File: src/rtl/can_tx_pkg.sv
// Shared types and bus-level constants for the CAN transmit bit serializer.
package can_tx_pkg;

    typedef enum logic [1:0] {
        IDLE  = 2'd0,
        SEND  = 2'd1,
        STUFF = 2'd2
    } tx_state_t;

    localparam logic CAN_RECESSIVE = 1'b1;
    localparam logic CAN_DOMINANT  = 1'b0;

endpackage

File: src/rtl/can_stuff_counter.sv
// Run-length tracker for driven bus bits; flags when the closing bit completes a stuffable run.
// Built only when CAN_STUFF_EN is defined.
`ifdef CAN_STUFF_EN
module can_stuff_counter #(
    parameter int STUFF_LEN = 5
) (
    input  logic clk,
    input  logic rst,
    input  logic clr,
    input  logic strobe,
    input  logic bit_val,
    output logic stuff_due
);

    localparam int CW = $clog2(STUFF_LEN + 1);

    logic [CW-1:0] run_q;
    logic          last_q;
    logic          same;

    // run_q == 0 means no bit of the current frame has been driven yet
    assign same      = (run_q != '0) && (bit_val == last_q);
    assign stuff_due = strobe && same && (run_q == CW'(STUFF_LEN - 1));

    always_ff @(posedge clk) begin
        if (rst || clr) begin
            run_q  <= '0;
            last_q <= 1'b0;
        end else if (strobe) begin
            last_q <= bit_val;
            if (!same)
                run_q <= CW'(1);
            else if (run_q != CW'(STUFF_LEN))
                run_q <= run_q + CW'(1);
        end
    end

endmodule
`endif

File: src/rtl/can_bit_serializer.sv
// CAN transmit serializer: MSB-first frame drive with wired-AND arbitration readback.
// Optional bit stuffing enabled by defining CAN_STUFF_EN.
//
//   state | meaning
//   IDLE  | bus recessive, ready to accept a frame
//   SEND  | driving the frame bit picked by the one-hot selector
//   STUFF | driving the complement of the previous bit for one bit time
import can_tx_pkg::*;

module can_bit_serializer #(
    parameter int HEAD      = 7,
    parameter int STUFF_LEN = 5
) (
    input  logic          clk,
    input  logic          rst,
    input  logic          en,
    input  logic          rx,
    input  logic [HEAD:0] din,
    input  logic          din_valid,
    output logic          din_ready,
    output logic          tx,
    output logic          busy,
    output logic          done,
    output logic          lost
);

    localparam logic [HEAD:0] SEL_FIRST = {1'b1, {HEAD{1'b0}}};

    tx_state_t     state_q, state_nx;
    logic [HEAD:0] shreg_q;
    logic [HEAD:0] sel_q;
    logic [HEAD:0] sel_rot;
    logic          tx_q;
    logic          done_q;
    logic          lost_q;
    logic          accept;
    logic          closing;
    logic          arb_lost;
    logic          stuff_due;

    assign accept   = (state_q == IDLE) && din_valid;
    assign closing  = en && (state_q != IDLE);
    assign arb_lost = closing && (tx_q == CAN_RECESSIVE) && (rx == CAN_DOMINANT);
    assign sel_rot  = {sel_q[0], sel_q[HEAD:1]};

`ifdef CAN_STUFF_EN
    can_stuff_counter #(
        .STUFF_LEN (STUFF_LEN)
    ) u_stuff_counter (
        .clk       (clk),
        .rst       (rst),
        .clr       (accept),
        .strobe    (closing),
        .bit_val   (tx_q),
        .stuff_due (stuff_due)
    );
`else
    logic unused_stuff_cfg;
    assign unused_stuff_cfg = (STUFF_LEN > 0);
    assign stuff_due        = 1'b0;
`endif

    always_ff @(posedge clk) begin
        if (rst)
            state_q <= IDLE;
        else
            state_q <= state_nx;
    end

    always_comb begin
        state_nx = state_q;
        case (state_q)
            IDLE: begin
                if (din_valid)
                    state_nx = SEND;
            end
            SEND: begin
                if (en) begin
                    if (arb_lost || sel_q[0])
                        state_nx = IDLE;
                    else if (stuff_due)
                        state_nx = STUFF;
                end
            end
`ifdef CAN_STUFF_EN
            STUFF: begin
                if (en)
                    state_nx = arb_lost ? IDLE : SEND;
            end
`endif
            default: state_nx = IDLE;
        endcase
    end

    always_comb begin
        din_ready = (state_q == IDLE);
        busy      = (state_q != IDLE);
        tx        = tx_q;
        done      = done_q;
        lost      = lost_q;
    end

    // tx is always registered so neither din nor rx reaches the bus pin combinationally
    always_ff @(posedge clk) begin
        if (rst) begin
            shreg_q <= '0;
            sel_q   <= SEL_FIRST;
            tx_q    <= CAN_RECESSIVE;
            done_q  <= 1'b0;
            lost_q  <= 1'b0;
        end else begin
            done_q <= 1'b0;
            lost_q <= 1'b0;
            case (state_q)
                IDLE: begin
                    tx_q <= CAN_RECESSIVE;
                    if (accept) begin
                        shreg_q <= din;
                        sel_q   <= SEL_FIRST;
                        tx_q    <= din[HEAD];
                    end
                end
                SEND: begin
                    if (en) begin
                        if (arb_lost) begin
                            lost_q <= 1'b1;
                            tx_q   <= CAN_RECESSIVE;
                        end else if (sel_q[0]) begin
                            done_q <= 1'b1;
                            tx_q   <= CAN_RECESSIVE;
                        end else if (stuff_due) begin
                            sel_q <= sel_rot;
                            tx_q  <= ~tx_q;
                        end else begin
                            sel_q <= sel_rot;
                            tx_q  <= |(shreg_q & sel_rot);
                        end
                    end
                end
`ifdef CAN_STUFF_EN
                STUFF: begin
                    // selector already advanced when the stuff bit was entered
                    if (en) begin
                        if (arb_lost) begin
                            lost_q <= 1'b1;
                            tx_q   <= CAN_RECESSIVE;
                        end else begin
                            tx_q <= |(shreg_q & sel_q);
                        end
                    end
                end
`endif
                default: tx_q <= CAN_RECESSIVE;
            endcase
        end
    end

endmodule

File: config.mk
export PLATFORM = sky130hd
export DESIGN_NAME = can_bit_serializer
export DESIGN_NICKNAME = d
export VERILOG_FILES = /design/src/rtl/can_tx_pkg.sv /design/src/rtl/can_stuff_counter.sv /design/src/rtl/can_bit_serializer.sv
export SDC_FILE = /design/constraint.sdc
export NUM_CORES = 1
export LEC_CHECK = 0
export ABC_AREA = 1
export CAP_MARGIN = 20
export CORE_UTILIZATION = 25
export CTS_BUF_LIST = sky130_fd_sc_hd__clkbuf_4 sky130_fd_sc_hd__clkbuf_8
export DETAILED_ROUTE_END_ITERATION = 12
export GPL_TIMING_DRIVEN = 0
export SYNTH_ARGS = -nofsm -noshare
export SYNTH_HDL_FRONTEND = slang
export SYNTH_SLANG_ARGS = --single-unit
File: constraint.sdc
create_clock -name clk -period 2.55 [get_ports clk]
set_input_delay 0.51 -clock clk [delete_from_list [all_inputs] [get_ports clk]]
set_output_delay 0.51 -clock clk [all_outputs]
set_load 0.02 [all_outputs]
==> results.sh, run 1 <==
export IMPL_status="complete, no violations"
export IMPL_die_w_um=57.7
export IMPL_grt_max_degree=13
export IMPL_synth_seq_cells=19
export IMPL_fin_crit_sh=0.756
export IMPL_slew_viol_final=0
export IMPL_tritoncts="yes"
export IMPL_fin_cells=160
export IMPL_antenna_found_initial=0
export IMPL_gp_congestion=0.794
export IMPL_p_leak_uw=0.000420
export IMPL_post_route_util=0.352
export IMPL_grt_pass1_vias=600
export IMPL_syn2layout_area_growth_pct=29.5
export IMPL_drt_iter0_markers=12
export IMPL_ys_seq_area_frac=0.490
export IMPL_slew_limit_headroom=0.777
export IMPL_fin_nets=143
export IMPL_firstDrtPassIters=4
export IMPL_syn_num_nets=122
export IMPL_dp_hpwl_mm=1.21
export IMPL_port_buffers=16
export IMPL_hold_viol_final=0
export IMPL_critPathRequiredTime_ns=2.04
export IMPL_critPathArrivalTime_ns=1.42
export IMPL_start_util=0.272
export IMPL_tightest_slew_ns=0.335
export IMPL_diodes=0
export IMPL_grt_util_all_layers=0.106
export IMPL_drc=0
export IMPL_rsz0062_at_grt="no"
export IMPL_synth_avg_cell_area_sq_um=7.12
export IMPL_wl_per_cell_um=9.86
export IMPL_worstPathMaxFanout=6
export IMPL_vias=703
export IMPL_irDropWorstVdd_mv=0.345
export IMPL_cts_root_buf="clkbuf_4"
export IMPL_ios=18
export IMPL_place_ws_ns=0.832
export IMPL_ctsHoldBuffers=0
export IMPL_final_antenna_net_count=0
export IMPL_clk_latency_ns=0.30
export IMPL_cts_buffers=3
export IMPL_via_per_inst=4.39
export IMPL_cts_sinks=19
export IMPL_overflow=0
export IMPL_ys_warnings_count=0
export IMPL_finClkSkew_ns=0.00859
export IMPL_yosysUniqueCellTypes=16
export IMPL_synthCells=109
export IMPL_setup_viol=0
export IMPL_crit_type="reg2out"
export IMPL_powerDensity_nw_per_um2=558
export IMPL_synth_area_sq_um=776
export IMPL_hold_class="reg2reg"
export IMPL_cp_start_kind="flop"
export IMPL_dieArea_sq_um=3330
export IMPL_endpoint_kind="output pin"
export IMPL_cts_path_max_buffers=2
export IMPL_maxCapViolations=0
export IMPL_die_h_um=57.7
export IMPL_totalWireLength_mm=1.58
export IMPL_drive_above_1_share=0.0930
export IMPL_clk_pin_slew_ns=0.11
export IMPL_fin_ws_ns=0.623
export IMPL_final_min_clock_period_ns=1.93
export IMPL_coreArea_sq_um=2850
export IMPL_rows=19
export IMPL_fmax_mhz=519
export IMPL_fin_tns_setup_ns=0
export IMPL_htreeDepth=1
export IMPL_post_cts_setup_buffer_count=0
export IMPL_grt_pass1_wl_mm=2.71
export IMPL_placed_cells=156
export IMPL_ctsResizeCount=0
-- worst max-delay path: stages, from the launching register on --
cell and delay [ns]:
dfxtp_1 0.38, inv_1 0.13, clkdlybuf4s50_1 0.62
-- cell usage in the layout (no fill, tap or decap), types with 2 or more instances in the layout --
cell type | synthesis | layout
a21oi_1 | 8 | 8
buf_2 | 2 | 2
clkbuf_4 | 0 | 3
clkdlybuf4s50_1 | 0 | 16
dfxtp_1 | 19 | 19
inv_1 | 8 | 8
nand2_1 | 32 | 32
nand2_2 | 3 | 3
nand3_1 | 3 | 3
nor2_1 | 18 | 18
o21ai_0 | 9 | 9
-- final timing paths --
path	slack, ns	depth (start not counted)	to	startpoint
max	0.62	2	din_ready	state_q[0]
min	0.48	2	sel_q[0]	sel_q[1]
max reg2reg	1.39	6	sel_q[6]	state_q[0]
min reg2reg	0.48	2	sel_q[0]	sel_q[1]
-- flip-flops by register name, indices dropped and copies added, names as in the netlist --
name     count
lost         1
state_q      1
tx           1
sel_q        8
shreg_q      7
done         1
-- through the flow --
stage	hold WS, ns	area [sq um]	power [uW]
5_1_grt	0.467	1000	599
2_1_floorplan	0.447	776	376
6_report	0.483	1000	560
4_1_cts	0.477	1000	567
3_5_place_dp	0.471	975	414
3_3_place_gp	0.470	975	412
-- cells in the mapped netlist --
master | instances | area (sq um)
nor2_4 | 1 | 11.3
nand2_1 | 32 | 120
inv_1 | 8 | 30.0
dfxtp_1 | 19 | 380
clkbuf_1 | 1 | 3.75
inv_2 | 1 | 3.75
nor2_1 | 18 | 67.6
nand3_1 | 3 | 15.0
or2_1 | 1 | 6.26
a21oi_1 | 8 | 40.0
nor4_1 | 1 | 6.26
nand3_2 | 1 | 10.0
buf_2 | 2 | 10.0
o211ai_1 | 1 | 7.51
o21ai_0 | 9 | 45.0
nand2_2 | 3 | 18.8
-- where the power goes --
part / internal, uW / total (uW) / leakage [uW] / switching [uW]
Combinational: 40.2 / 85.9 / 0.000251 / 45.7
Clock: 59.7 / 154 / 0.0000139 / 93.9
Sequential: 311 / 321 / 0.000156 / 9.63
Total: 411 / 560 / 0.000420 / 149
-- final cells by class --
class	count	area [sq um]
Buffer	3	13.8
Clock buffer	3	22.5
Clock inverter	1	7.51
Fill cell	310	1850
Inverter	9	33.8
Multi-Input combinational cell	78	348
Sequential cell	19	380
Tap cell	31	38.8
Timing Repair Buffer	16	160
-- routing by layer --
layer / global-route usage / vias up / wire, um / part of all wire
met5: 0 / - / 0 / 0
met4: 0.0510 / 0 / 27 / 0.017
met1: 0.145 / 301 / 775 / 0.49
met3: 0.0290 / 2 / 63 / 0.040
met2: 0.153 / 18 / 710 / 0.45
li1: - / 382 / - / -
-- cell families after synthesis --
logic type / count (synthesis) / share of synthesized area
and+or+nand+nor: 60 / 0.329
buffers and inverters: 12 / 0.0613
AOI/OAI and AO/OA: 18 / 0.119
DFF: 19 / 0.490
(Power assumes the default switching activity.)
==> run 2: changes to the inputs <==
Clock period 2.55 ns to 1.85 ns, I/O delays scaled along.
==> results of run 2 <==
The final DEF is identical to that of run 1. Status: complete, no violations.
Among the figures that moved: setup slack after placement 0.832 ns -> 0.272 ns; setup slack after layout 0.623 ns -> 0.0632 ns; hold slack 0.483 ns -> 0.345 ns; register-to-register setup slack 1.39 ns -> 0.69 ns; end point of the worst hold path sel_q[0] -> sel_q[1]; total power 560 uW -> 772 uW; worst IR drop on VDD 0.345 mV -> 0.475 mV
